$ cat config.mk
export PLATFORM = sky130hd
export DESIGN_NAME = rect_compositor
export DESIGN_NICKNAME = d
export VERILOG_FILES = /design/src/rtl/rect_compositor.sv
export SDC_FILE = /design/constraint.sdc
export NUM_CORES = 1
export LEC_CHECK = 0
export BUFFER_PORTS_ARGS = -buffer_cell sky130_fd_sc_hd__buf_2
export CELL_PAD_IN_SITES_DETAIL_PLACEMENT = 1
export CELL_PAD_IN_SITES_GLOBAL_PLACEMENT = 1
export CORE_ASPECT_RATIO = 1.4
export CORE_MARGIN = 3
export CORE_UTILIZATION = 43
export DETAILED_ROUTE_END_ITERATION = 7
export PLACE_DENSITY = 0.86
export SLEW_MARGIN = 25
export SYNTH_ARGS = -nofsm -noshare
export SYNTH_HDL_FRONTEND = slang
export SYNTH_SLANG_ARGS = --single-unit
$ cat constraint.sdc
create_clock -name clk -period 2 [get_ports clk]
set_input_delay 0.2 -clock clk [delete_from_list [all_inputs] [get_ports clk]]
set_output_delay 0.2 -clock clk [all_outputs]
set_load 0.05 [all_outputs]
$ cat src/rtl/rect_compositor.sv
// rect_compositor: N-rectangle priority pixel compositor for the VGA game path.
// Geometry is double-buffered on frame_tick. A two-stage pixel pipeline is
// clocked by pixel_tick: hit test, then priority colour select. Overlap of
// every rectangle with rectangle 0 is accumulated per frame.
module rect_compositor #(
  parameter int N_RECT = 4,
  parameter int COORD_W = 11,
  parameter int RGB_W = 3,
  parameter logic [RGB_W-1:0] BG_COLOR = '0
) (
  input  logic                      clk,
  input  logic                      rst_n,
  input  logic                      pixel_tick,
  input  logic                      frame_tick,
  input  logic                      active,
  input  logic [9:0]                hpos,
  input  logic [9:0]                vpos,
  input  logic [N_RECT*COORD_W-1:0] rect_start_w,
  input  logic [N_RECT*COORD_W-1:0] rect_end_w,
  input  logic [N_RECT*COORD_W-1:0] rect_start_h,
  input  logic [N_RECT*COORD_W-1:0] rect_end_h,
  input  logic [N_RECT*RGB_W-1:0]   rect_color,
  input  logic [N_RECT-1:0]         rect_en,
  output logic [RGB_W-1:0]          pixel,
  output logic                      active_out,
  output logic [N_RECT-1:0]         hit_out,
  output logic [N_RECT-1:0]         coll_frame,
  output logic                      coll_valid
);

  // Active (frame-stable) copies of the rectangle description
  logic [N_RECT*COORD_W-1:0] g_sw, g_ew, g_sh, g_eh;
  logic [N_RECT*RGB_W-1:0]   g_color;
  logic [N_RECT-1:0]         g_en;

  logic [N_RECT-1:0]         hit_c;
  logic [N_RECT-1:0]         hit_s1;
  logic                      active_s1;
  logic [RGB_W-1:0]          pix_c;
  logic [N_RECT-1:0]         acc;
  logic [N_RECT-1:0]         contrib;
  logic signed [COORD_W:0]   x_ext, y_ext;

  // Latch new geometry only at frame boundaries so a frame never tears
  always_ff @(posedge clk or negedge rst_n) begin
    if (!rst_n) begin
      g_sw    <= '0;
      g_ew    <= '0;
      g_sh    <= '0;
      g_eh    <= '0;
      g_color <= '0;
      g_en    <= '0;
    end else if (frame_tick) begin
      g_sw    <= rect_start_w;
      g_ew    <= rect_end_w;
      g_sh    <= rect_start_h;
      g_eh    <= rect_end_h;
      g_color <= rect_color;
      g_en    <= rect_en;
    end
  end

  // Stage-1 hit test: unsigned screen position against signed, inclusive bounds
  always_comb begin
    x_ext = signed'({{(COORD_W-9){1'b0}}, hpos});
    y_ext = signed'({{(COORD_W-9){1'b0}}, vpos});
    hit_c = '0;
    for (int unsigned i = 0; i < N_RECT; i++) begin
      logic [COORD_W-1:0]      b_sw, b_ew, b_sh, b_eh;
      logic signed [COORD_W:0] sw, ew, sh, eh;
      b_sw = g_sw[i*COORD_W +: COORD_W];
      b_ew = g_ew[i*COORD_W +: COORD_W];
      b_sh = g_sh[i*COORD_W +: COORD_W];
      b_eh = g_eh[i*COORD_W +: COORD_W];
      sw = signed'({b_sw[COORD_W-1], b_sw});
      ew = signed'({b_ew[COORD_W-1], b_ew});
      sh = signed'({b_sh[COORD_W-1], b_sh});
      eh = signed'({b_eh[COORD_W-1], b_eh});
      hit_c[i] = g_en[i] & active & (x_ext >= sw) & (x_ext <= ew) &
                 (y_ext >= sh) & (y_ext <= eh);
    end
  end

  // Stage-1 registers
  always_ff @(posedge clk or negedge rst_n) begin
    if (!rst_n) begin
      hit_s1    <= '0;
      active_s1 <= 1'b0;
    end else if (pixel_tick) begin
      hit_s1    <= hit_c;
      active_s1 <= active;
    end
  end

  // Stage-2 priority select: lowest index wins, background on empty visible pixels
  always_comb begin
    logic found;
    found = 1'b0;
    pix_c = '0;
    if (active_s1) begin
      pix_c = BG_COLOR;
      for (int unsigned i = 0; i < N_RECT; i++) begin
        if (hit_s1[i] && !found) begin
          pix_c = g_color[i*RGB_W +: RGB_W];
          found = 1'b1;
        end
      end
    end
  end

  // Stage-2 output registers
  always_ff @(posedge clk or negedge rst_n) begin
    if (!rst_n) begin
      pixel      <= '0;
      hit_out    <= '0;
      active_out <= 1'b0;
    end else if (pixel_tick) begin
      pixel      <= pix_c;
      hit_out    <= hit_s1;
      active_out <= active_s1;
    end
  end

  // Overlap with rect 0 for this pixel; bit 0 never reports against itself
  always_comb begin
    contrib = '0;
    for (int unsigned i = 1; i < N_RECT; i++) begin
      contrib[i] = pixel_tick & hit_s1[i] & hit_s1[0];
    end
  end

  // Per-frame collision accumulator; the frame_tick clock's own pixel is folded in
  always_ff @(posedge clk or negedge rst_n) begin
    if (!rst_n) begin
      acc        <= '0;
      coll_frame <= '0;
      coll_valid <= 1'b0;
    end else begin
      coll_valid <= frame_tick;
      if (frame_tick) begin
        coll_frame <= acc | contrib;
        acc        <= '0;
      end else begin
        acc <= acc | contrib;
      end
    end
  end

endmodule

==> results.py, run 1 <==
metrics = {
    "run_status": {
        "status": "finished with violations",
        "violations": "setup timing",
    },
    "placement": {
        "pre_cts_slack_ns": -0.1899,
        "placed_cell_area_um2": 13350,
        "gp_congestion": 0.8324,
        "io_buffers": 228,
        "dp_hpwl_um": 28460,
    },
    "route": {
        "antenna_left": 0,
        "wl_met3_um": 2740,
        "vias": 11190,
        "wl_met1_um": 16510,
        "drt_first_pass_iters": 5,
        "post_drt_wl_per_cell_um": 25.34,
        "wl_met2_um": 26650,
        "drc": 0,
        "via_per_inst": 5.709,
        "drt-initial-drc-count": 526,
        "top_layer": "met5",
        "wl_um": 49670,
    },
    "clock_tree": {
        "cts_buffers": 23,
        "htreeDepth": 1,
        "clock_path_buffers": 3,
        "cts_root_buf": "clkbuf_16",
        "insertion_delay_ns": 0.53,
        "cts_sinks": 212,
        "cts.clk_slew.worst_paths_ns": 0.06,
        "cts_tree": "done",
    },
    "sta": {
        "slew_viol_final": 0,
        "setup_viol": 1,
        "period_share_pct": 105.2,
        "fin_worst_skew_ns": 0.01499,
        "rsz0062_at_grt": "true",
        "timing.final.ws_setup_ns": -0.1030,
        "fin_tns_setup_ns": -0.1030,
        "fmax_ghz": 0.4755,
        "fin_crit_ns": 2.103,
        "slew_headroom_pct": 57.00,
        "finalHoldViolations": 0,
        "worstMarginPinSlew_ns": 0.6450,
    },
    "die": {
        "initial_utilization_pct": 43.81,
        "dieHeight_um": 199.6,
        "rows": 70,
        "ios": 230,
        "die_area_um2": 28800,
        "core_um2": 26280,
        "die_w_um": 144.3,
    },
    "synthesis": {
        "yosys.area.top_type_share_pct": 46.08,
        "synth-seq-cells": 212,
        "syn_area_um2": 11510,
        "synth_top_area_cell": "dfrtp_1",
        "synthCells": 1174,
        "synth_flop_cell": "dfrtp_1",
        "synth-seq-area-share_pct": 46.08,
        "synth_area_leaders": "dfrtp_1 46%, ha_1 17%, o21ai_0 7.0%",
        "yosys_warnings": 0,
        "avgSynthCellArea_um2": 9.806,
        "synth_edf_count": 0,
        "synth_nets": 1551,
        "synth_async_sr_flop_share_pct": 100.0,
        "synth.cells.most_frequent": "212 x dfrtp_1, 165 x nand2_1, 161 x o21ai_0, 160 x ha_1, 154 x inv_1",
        "synth.most_common_cell": "dfrtp_1",
        "synth_cell_types": 41,
    },
    "worst_setup_path": {
        "crit_chain": "inv_1, ha_1, nand4_1, nor2_1, a21oi_1, nor4b_1, o21ai_1, o31ai_1",
        "start_kind": "register",
        "crit_path_top_delay_cell": "dfrtp_1",
        "max_stage_delay_ns": 0.45,
        "cp_max_fo": 3,
        "cp_data_required_time_ns": 2.42,
        "ff2ff_path_depth": 8,
        "crit_type": "register to register",
        "r2r-end": "hit_s1[3]$_DFFE_PN0P_",
        "worstSetupEndpointType": "register",
        "r2r_start": "g_ew[39]$_DFFE_PN0P_",
        "regToRegSetupSlack_ns": -0.10,
        "critical_path_arrival_ns": 2.52,
    },
    "cells_and_area": {
        "final_core_util_pct": 61.44,
        "multi_input_area_um2": 5617,
        "syn_to_final_growth_pct": 40.23,
        "seqCellArea_um2": 5306,
        "fin_nets": 1997,
        "drive_above_1_share_pct": 23.64,
        "design_area_um2": 16140,
        "fillers": 2886,
    },
    "grt": {
        "antenna_found_initial": 4,
        "grt_usage_pct": 33.52,
        "grt_max_degree": 64,
        "grt_pass1_wl_um": 73580,
        "grt_pass1_vias": 13070,
        "overflow": 0,
    },
    "pwr": {
        "powerDensity_nw_per_um2": 729.3,
        "ir_drop_mv": 0.5947,
        "power_mw": 11.77,
        "leakage_nw": 8.050,
    },
    "worst_hold_path": {
        "min_path_type": "input port to register",
        "hold_end": "active_out$_DFFE_PN0P_",
        "hp-start": "pixel_tick",
        "hold_depth": 2,
    },
    "flow_run": {
        "drv_cap": 0,
    },
}
## layout make-up
| type | count | share of cell area, % |
|---|---|---|
| multi-input combinational | 765 | 34.79 |
| tap | 324 | 2.511 |
| antenna | 3 | 0.04650 |
| inverter | 154 | 3.581 |
| timing repair buffer | 464 | 22.00 |
| clock buffer | 32 | 3.960 |
| clock inverter | 6 | 0.2403 |
| sequential | 212 | 32.87 |
## power by group
| part | internal [mW] | switching [mW] | leakage, nW |
|---|---|---|---|
| Combinational | 1.24 | 1.58 | 5.14 |
| Clock | 2.23 | 1.86 | 0.334 |
| Sequential | 4.66 | 0.212 | 2.58 |
## critical path: cells and delay by family, from the launching register on
kind	cells	cell delay (ns)
buffers and inverters	1	0.12
adder cells (fa/ha/maj)	1	0.31
AO/OA/AOI/OAI	3	0.49
AND/OR/NAND/NOR	3	0.62
flip-flops	1	0.45
## metal layers
| metal | track usage (%) | vias up |
|---|---|---|
| li1 | - | 4923 |
| met2 | 63.87 | 526 |
| met1 | 33.21 | 5486 |
| met4 | 19.81 | 2 |
| met3 | 5.794 | 253 |
| met5 | 0 | - |
## registers in the layout, indices dropped and copies added, names as in the netlist, 4 cells and up
register	flops
g_en	4
hit_s1	4
g_eh	44
g_sh	44
hit_out	4
g_sw	44
g_color	12
g_ew	44
## worst max-delay path by stage
stage | end | slack, ns | start
final | hit_s1[3]$_DFFE_PN0P_ | -0.10 | g_ew[39]$_DFFE_PN0P_
after global routing | hit_s1[3]$_DFFE_PN0P_ | -0.12 | g_ew[39]$_DFFE_PN0P_
after CTS | hit_s1[3]$_DFFE_PN0P_ | 0.01 | g_ew[41]$_DFFE_PN0P_
after detailed placement | hit_s1[2]$_DFFE_PN0P_ | -0.19 | hpos[0]
after global placement | hit_s1[2]$_DFFE_PN0P_ | -0.14 | hpos[0]
after floorplan | hit_s1[2]$_DFFE_PN0P_ | 0.21 | g_eh[26]$_DFFE_PN0P_
## cells in the final DEF (no fill, tap or decap), types with 12 or more instances in the layout
| cell type | instances |
|---|---|
| clkbuf_16 | 23 |
| o21ai_0 | 159 |
| ha_1 | 157 |
| mux2_2 | 52 |
| dfrtp_1 | 211 |
| nand4_1 | 17 |
| nor2_1 | 29 |
| buf_2 | 226 |
| a211oi_1 | 12 |
| nand2_1 | 165 |
| dlygate4sd3_1 | 193 |
| a21o_1 | 19 |
| a21oi_1 | 36 |
| buf_4 | 32 |
| nand3_1 | 12 |
| inv_1 | 150 |
## cell families after synthesis
| family | after synthesis | synth area share, % |
|---|---|---|
| buffers and inverters | 197 | 6.554 |
| adders and majority gates | 160 | 17.39 |
| other | 1 | 0.03257 |
| DFF | 212 | 46.08 |
| muxes | 52 | 5.086 |
| AOI/OAI and AO/OA | 292 | 14.90 |
| and+or+nand+nor | 260 | 9.955 |
## repair_timing
item                                    CTS  global route
hold endpoints to repair                248             0
setup buffers                             0             2
endpoints found under the setup margin    2             4
pin swaps                                 4            20
hold buffers                            193             0
resized for setup                         8            29
## per-stage QoR
step                      hold WS [ns]  std cells
after floorplan               -0.09559       1174
after global placement          0.2632       1724
after detailed placement        0.2646       1724
after CTS                      0.01363       1955
after global routing           0.04497       1960
final                          0.04025       1960
Note: power is estimated with default switching activity, not from simulation.
==> run 2: changes to the inputs <==
CORE_ASPECT_RATIO = not set   (was 1.4)
CORE_UTILIZATION = 44   (was 43)
CTS_BUF_LIST = sky130_fd_sc_hd__clkbuf_4 sky130_fd_sc_hd__clkbuf_8   (was not set)
PLACE_DENSITY = 0.88   (was 0.86)
==> run 2 against run 1 <==
The flow still finishes with violations (setup timing). Core utilization rose by 3.3 points. Sequential share of layout area fell by 0.70 points. Routed wire length rose by 12%. Power rose by 8.7%. Global-route usage rose by 3.2 points. Cell count rose by 2.3%.
==> results.py, run 2 (same netlist as run 1, synthesis figures left out) <==
metrics = {
    "die": {
        "rows": 58,
        "initial_utilization_pct": 45.20,
        "core_um2": 25470,
        "dieHeight_um": 167.8,
        "ios": 230,
        "die_area_um2": 28140,
        "die_w_um": 167.8,
    },
    "pwr": {
        "seqPwrFrac_pct": 38.2,
        "p_int_mw": 8.718,
        "ir_drop_mv": 0.4460,
        "leakage_nw": 8.178,
        "p_sw_share_pct": 31.91,
        "combPwrFrac_pct": 23.5,
        "clkPwrFrac_pct": 38.3,
        "powerDensity_nw_per_um2": 776.4,
        "power.switching_mw": 4.085,
    },
    "cells_and_area": {
        "final_core_util_pct": 64.74,
        "final_common_cell": "buf_2",
        "design_area_um2": 16490,
        "fin_nets": 2016,
        "drive_above_1_share_pct": 26.49,
        "syn_to_final_growth_pct": 43.25,
        "final_cell_mix": "226 x buf_2, 212 x dfrtp_1, 193 x dlygate4sd3_1, 165 x nand2_1, 160 x o21ai_0",
        "fillers": 2754,
    },
    "sta": {
        "rsz0062_at_grt": "true",
        "fin_crit_ns": 2.114,
        "worstMarginPinSlew_ns": 0.5256,
        "slew_headroom_pct": 64.59,
        "period_share_pct": 105.7,
        "fin_worst_skew_ns": 0.01305,
        "setup_viol": 3,
        "finalHoldViolations": 0,
        "fmax_ghz": 0.4730,
        "timing.final.ws_setup_ns": -0.1144,
        "slew_viol_final": 0,
    },
    "grt": {
        "grt_pass1_vias": 13630,
        "grt_max_degree": 56,
        "overflow": 0,
        "grt_usage_pct": 36.75,
        "grt_pass1_wl_um": 79650,
        "antenna_found_initial": 9,
    },
    "worst_setup_path": {
        "worst-path-buf-inv": 2,
        "max_stage_delay_ns": 0.42,
        "cp_data_required_time_ns": 2.45,
        "critical_path_arrival_ns": 2.56,
        "cp_max_fo": 2,
        "crit_type": "register to register",
        "start_kind": "register",
        "crit_chain": "inv_1, ha_1, a21o_1, a2111oi_2, or3_4, a21oi_4, buf_4, o31ai_1",
        "worstSetupEndpointType": "register",
        "path_delay_family": "compound AO/OA/AOI/OAI gates",
        "crit_path_top_delay_cell": "a2111oi_2",
    },
    "route": {
        "drt_first_pass_iters": 5,
        "wl_um": 55630,
        "post_drt_wl_per_cell_um": 27.75,
        "antenna_left": 0,
        "vias": 11810,
        "drt-initial-drc-count": 1000,
        "via_per_inst": 5.888,
        "drc": 0,
    },
    "placement": {
        "placed_cell_area_um2": 13330,
        "gp_congestion": 0.8344,
        "dp_hpwl_um": 28650,
        "io_buffers": 228,
        "pre_cts_slack_ns": -0.2955,
    },
    "run_status": {
        "status": "finished with violations",
        "violations": "setup timing",
    },
    "clock_tree": {
        "htreeDepth": 2,
        "insertion_delay_ns": 0.54,
        "cts_buffers": 41,
        "cts.clk_slew.worst_paths_ns": 0.08,
        "clock_path_buffers": 3,
        "cts_root_buf": "clkbuf_8",
        "cts_sinks": 212,
        "cts_tree": "done",
    },
    "flow_run": {
        "drv_cap": 0,
    },
    "worst_hold_path": {
        "min_path_type": "input port to register",
    },
}
run 2: worst paths after layout:
path	start	to	slack (ns)	cells past startpoint
max	g_eh[35]$_DFFE_PN0P_	hit_s1[3]$_DFFE_PN0P_	-0.11	8
min	frame_tick	coll_frame[2]$_DFFE_PN0P_	0.06	2
max reg2reg	g_eh[35]$_DFFE_PN0P_	hit_s1[3]$_DFFE_PN0P_	-0.11	8
min reg2reg	g_sw[21]$_DFFE_PN0P_	g_sw[21]$_DFFE_PN0P_	0.52	1
max in group asynchronous	rst_n	g_eh[14]$_DFFE_PN0P_	1.03	3
min in group asynchronous	rst_n	g_sh[9]$_DFFE_PN0P_	0.20	2
run 2: what timing repair did:
action,CTS,global route
gates resized for setup,17,42
buffers inserted,0,3
hold buffers,193,0
hold endpoints to repair,250,0
setup endpoints to repair,3,4
gates cloned,0,0
pin swaps,9,19
run 2: final cells by class:
| type | instances | area [um2] | share of cell area [%] |
|---|---|---|---|
| Timing Repair Buffer | 465 | 3535 | 21.43 |
| Sequential cell | 212 | 5305 | 32.17 |
| Tap cell | 330 | 412.9 | 2.504 |
| Antenna cell | 10 | 25.02 | 0.1517 |
| Clock inverter | 5 | 75.07 | 0.4552 |
| Multi-Input combinational cell | 765 | 5767 | 34.97 |
| Inverter | 154 | 578.1 | 3.505 |
| Clock buffer | 64 | 793.3 | 4.810 |
run 2: power by group through the flow:
stage / logic [mW] / clock network (mW) / registers, mW
after floorplan: 1.18 / 0 / 4.87
after global placement: 2.01 / 0 / 4.87
after detailed placement: 2.19 / 0 / 4.90
after CTS: 2.58 / 4.74 / 4.84
after global routing: 3.21 / 5.09 / 4.91
final: 3.01 / 4.90 / 4.89
run 2: stage by stage:
step           power [mW]  TNS [ns]  hold slack [ns]  cells
2_1_floorplan       6.052         0         -0.09559   1174
3_3_place_gp        6.881   -0.4105           0.1823   1730
3_5_place_dp        7.095   -0.5823           0.1852   1730
4_1_cts             12.16         0          0.01952   1992
5_1_grt             13.21   -0.4249          0.09667   2004
6_report            12.80   -0.2554          0.05973   2005
run 2: metal layers:
| layer | vias to the layer above | track usage (%) | routed length (um) |
|---|---|---|---|
| met1 | 5863 | 38.20 | 19010 |
| met2 | 655 | 68.09 | 28800 |
| met3 | 301 | 7.082 | 3597 |
| li1 | 4987 | - | - |
| met5 | - | 0 | 0 |
| met4 | 0 | 21.99 | 4224 |
==> run 3: changes to the inputs <==
ABC_AREA = 1   (was not set)
CORE_UTILIZATION = 43   (was 44)
GPL_TIMING_DRIVEN = 0   (was not set)
==> run 3 against run 2 <==
The run now ends clean. Core utilization decreased by 5.1 points. Critical path depth up 2. Via count grew 7.0%. Synthesized cell count increased by 24%. Clock power decreased by 14%. Critical endpoint is now hit_s1[0]$_DFFE_PN0P_.
==> results.py, run 3 <==
metrics = {
    "sta": {
        "timing.final.ws_setup_ns": 0.1218,
        "period_share_pct": 93.91,
        "rsz0062_at_grt": "false",
        "worstMarginPinSlew_ns": 0.6384,
        "slew_headroom_pct": 57.44,
        "fmax_ghz": 0.5324,
        "slew_viol_final": 0,
        "setup_viol": 0,
        "holdWs_ns": 0.09802,
        "fin_worst_skew_ns": 0.02377,
        "fin_crit_ns": 1.878,
        "finalHoldViolations": 0,
    },
    "die": {
        "die_area_um2": 30570,
        "core_um2": 27930,
        "dieHeight_um": 174.9,
        "die_w_um": 174.9,
        "initial_utilization_pct": 43.89,
        "ios": 230,
        "rows": 61,
    },
    "synthesis": {
        "avgSynthCellArea_um2": 8.415,
        "synth-seq-area-share_pct": 43.27,
        "yosys.area_share.adder_pct": 16.33,
        "synth_nets": 1834,
        "synthCells": 1457,
        "synth_flop_cell": "dfrtp_1",
        "syn_area_um2": 12260,
        "synth.cells.most_frequent": "384 x nand2_1, 236 x inv_1, 212 x dfrtp_1, 160 x ha_1, 121 x o21ai_0",
        "synth_compound_area_share_pct": 10.96,
        "synth_top_area_cell": "dfrtp_1",
        "synth.most_common_cell": "nand2_1",
        "synthSimpleGateAreaFrac_pct": 16.91,
        "synth_xor_area_share_pct": 0,
        "synth_area_leaders": "dfrtp_1 43%, ha_1 16%, nand2_1 12%",
        "muxShareOfSynthArea_pct": 2.388,
        "synth-seq-cells": 212,
        "synth_cell_types": 29,
        "synth_top_family_by_area": "simple AND/OR/NAND/NOR gates",
        "yosys.area.top_type_share_pct": 43.27,
        "yosys_warnings": 0,
        "synth_edf_count": 0,
        "synth_async_sr_flop_share_pct": 100.0,
    },
    "cells_and_area": {
        "drive_above_1_share_pct": 18.04,
        "seqCellArea_um2": 5305,
        "syn_to_final_growth_pct": 35.98,
        "multi_input_area_um2": 5743,
        "fin_nets": 2300,
        "final_common_cell": "nand2_1",
        "fillers": 3315,
        "final_cell_mix": "384 x nand2_1, 236 x inv_1, 233 x buf_2, 212 x dfrtp_1, 195 x dlygate4sd3_1",
    },
    "grt": {
        "grt_pass1_wl_um": 82180,
        "overflow": 0,
        "use_met1_pct": 37.04,
        "grt_usage_pct": 34.64,
        "grt_use_met2_pct": 62.92,
        "grt_pass1_vias": 14720,
        "grt_max_degree": 81,
        "met3_usage_pct": 6.758,
        "antenna_found_initial": 8,
        "grt.busiest_layer": "met2",
    },
    "route": {
        "vias": 12630,
        "drt_first_pass_iters": 5,
        "wl_um": 53100,
        "drc": 0,
        "via_per_inst": 5.417,
        "post_drt_wl_per_cell_um": 22.77,
        "drt-initial-drc-count": 718,
        "antenna_left": 0,
    },
    "worst_setup_path": {
        "max_stage_delay_ns": 0.41,
        "start_kind": "register",
        "crit_chain": "inv_1, ha_1, nand2_1, nor2_1, nand4_1, nand4_1, nand2_1, nor2_1, nand2_1, nand2_1",
        "crit_path_top_delay_cell": "dfrtp_1",
        "crit_type": "register to register",
        "cp_data_required_time_ns": 2.46,
        "critical_path_arrival_ns": 2.34,
        "cp_max_fo": 2,
        "crit_top_cell": "nand2_1",
        "worstSetupEndpointType": "register",
    },
    "pwr": {
        "combPwrFrac_pct": 24.1,
        "seqPwrFrac_pct": 40.6,
        "leakage_nw": 8.791,
        "p_int_mw": 8.044,
        "clkPwrFrac_pct": 35.3,
        "powerDensity_nw_per_um2": 713.6,
        "p_sw_share_pct": 32.38,
        "power.switching_mw": 3.852,
        "ir_drop_mv": 0.4541,
    },
    "run_status": {
        "status": "finished, final reports clean",
    },
    "placement": {
        "io_buffers": 228,
        "pre_cts_slack_ns": -0.08357,
        "gp_congestion": 0.8345,
        "dp_hpwl_um": 29360,
    },
    "clock_tree": {
        "htreeDepth": 2,
        "cts.clk_slew.worst_paths_ns": 0.07,
        "cts_sinks": 212,
        "clock_path_buffers": 3,
        "cts_buffers": 39,
        "insertion_delay_ns": 0.54,
        "cts_root_buf": "clkbuf_8",
        "cts_tree": "done",
    },
    "worst_hold_path": {
        "min_path_type": "input port to register",
    },
    "flow_run": {
        "drv_cap": 0,
    },
}
-- run 3: changes by cell type in the layout (fill, tap and decap cells not counted), moves of 25 or more --
cell | previous run | this run
buf_4 | 35 | 2
inv_1 | 145 | 236
mux2_2 | 52 | 26
nand2_1 | 165 | 384
nand3_1 | 11 | 36
nor2_1 | 26 | 69
o21ai_0 | 160 | 121
o21ai_1 | 6 | 70
-- run 3: cell families (layout without fill, tap and decap cells) --
| group | after synthesis | in the layout |
|---|---|---|
| buffers and inverters | 278 | 767 |
| other | 1 | 9 |
| DFF | 212 | 212 |
| muxes | 26 | 26 |
| AOI/OAI and AO/OA | 260 | 260 |
| and+or+nand+nor | 520 | 520 |
| adders and majority gates | 160 | 160 |
-- run 3: layout make-up --
type | instances | area share, %
Clock buffer | 59 | 4.233
Inverter | 236 | 5.313
Antenna cell | 8 | 0.1201
Multi-Input combinational cell | 967 | 34.45
Buffer | 42 | 2.124
Tap cell | 378 | 2.837
Timing Repair Buffer | 425 | 18.94
Sequential cell | 212 | 31.82
Clock inverter | 5 | 0.1651
-- run 3: power groups by stage --
stage                     clock, mW  sequential (mW)  combinational, mW
after floorplan                   0             4.86               1.36
after global placement            0             4.85               2.12
final                          4.20             4.83               2.87
after global routing           4.44             4.85               3.17
after CTS                      4.13             4.80               2.66
after detailed placement          0             4.87               2.32
-- run 3: per-layer routing --
| layer | vias to the layer above | routed length (um) |
|---|---|---|
| met5 | - | 0 |
| met4 | 0 | 3931 |
| met3 | 261 | 3317 |
| met2 | 588 | 26740 |
| met1 | 6161 | 19110 |
| li1 | 5622 | - |
-- run 3: through the flow --
stage	TNS, ns	total power, mW	area [um2]	utilization [%]	std cells
2_1_floorplan	0	6.220	12260	-	1457
3_3_place_gp	-624.01	6.971	13870	49.67	2063
3_5_place_dp	-0.08357	7.188	13940	49.90	2065
4_1_cts	0	11.59	16620	59.51	2324
5_1_grt	0	12.46	16670	59.68	2332
6_report	0	11.90	16670	59.68	2332
-- run 3: final timing paths --
kind                       slack, ns  cells past startpoint                      to                   start
max in group asynchronous       0.89                      3        acc[2]$_DFF_PN0_                   rst_n
setup reg to reg                0.12                     10   hit_s1[0]$_DFFE_PN0P_     g_sh[3]$_DFFE_PN0P_
min in group asynchronous       0.25                      2    g_ew[20]$_DFFE_PN0P_                   rst_n
hold reg to reg                 0.49                      2  hit_out[2]$_DFFE_PN0P_  hit_out[2]$_DFFE_PN0P_
setup / recovery                0.12                     10   hit_s1[0]$_DFFE_PN0P_     g_sh[3]$_DFFE_PN0P_
hold / removal                   0.1                      3   active_s1$_DFFE_PN0P_                  active
-- run 3: worst max-delay path, delay by kind of cell, from the launching register on --
family,cells,cell delay (ns)
flops,1,0.41
simple gates,8,0.95
fa+ha+maj,1,0.31
buf+inv,1,0.11
-- run 3: timing repair --
item,4_1_cts,5_1_grt
buffers inserted,0,0
hold endpoints to repair,266,0
resized for setup,0,6
hold buffers,195,0
setup endpoints to repair,0,3
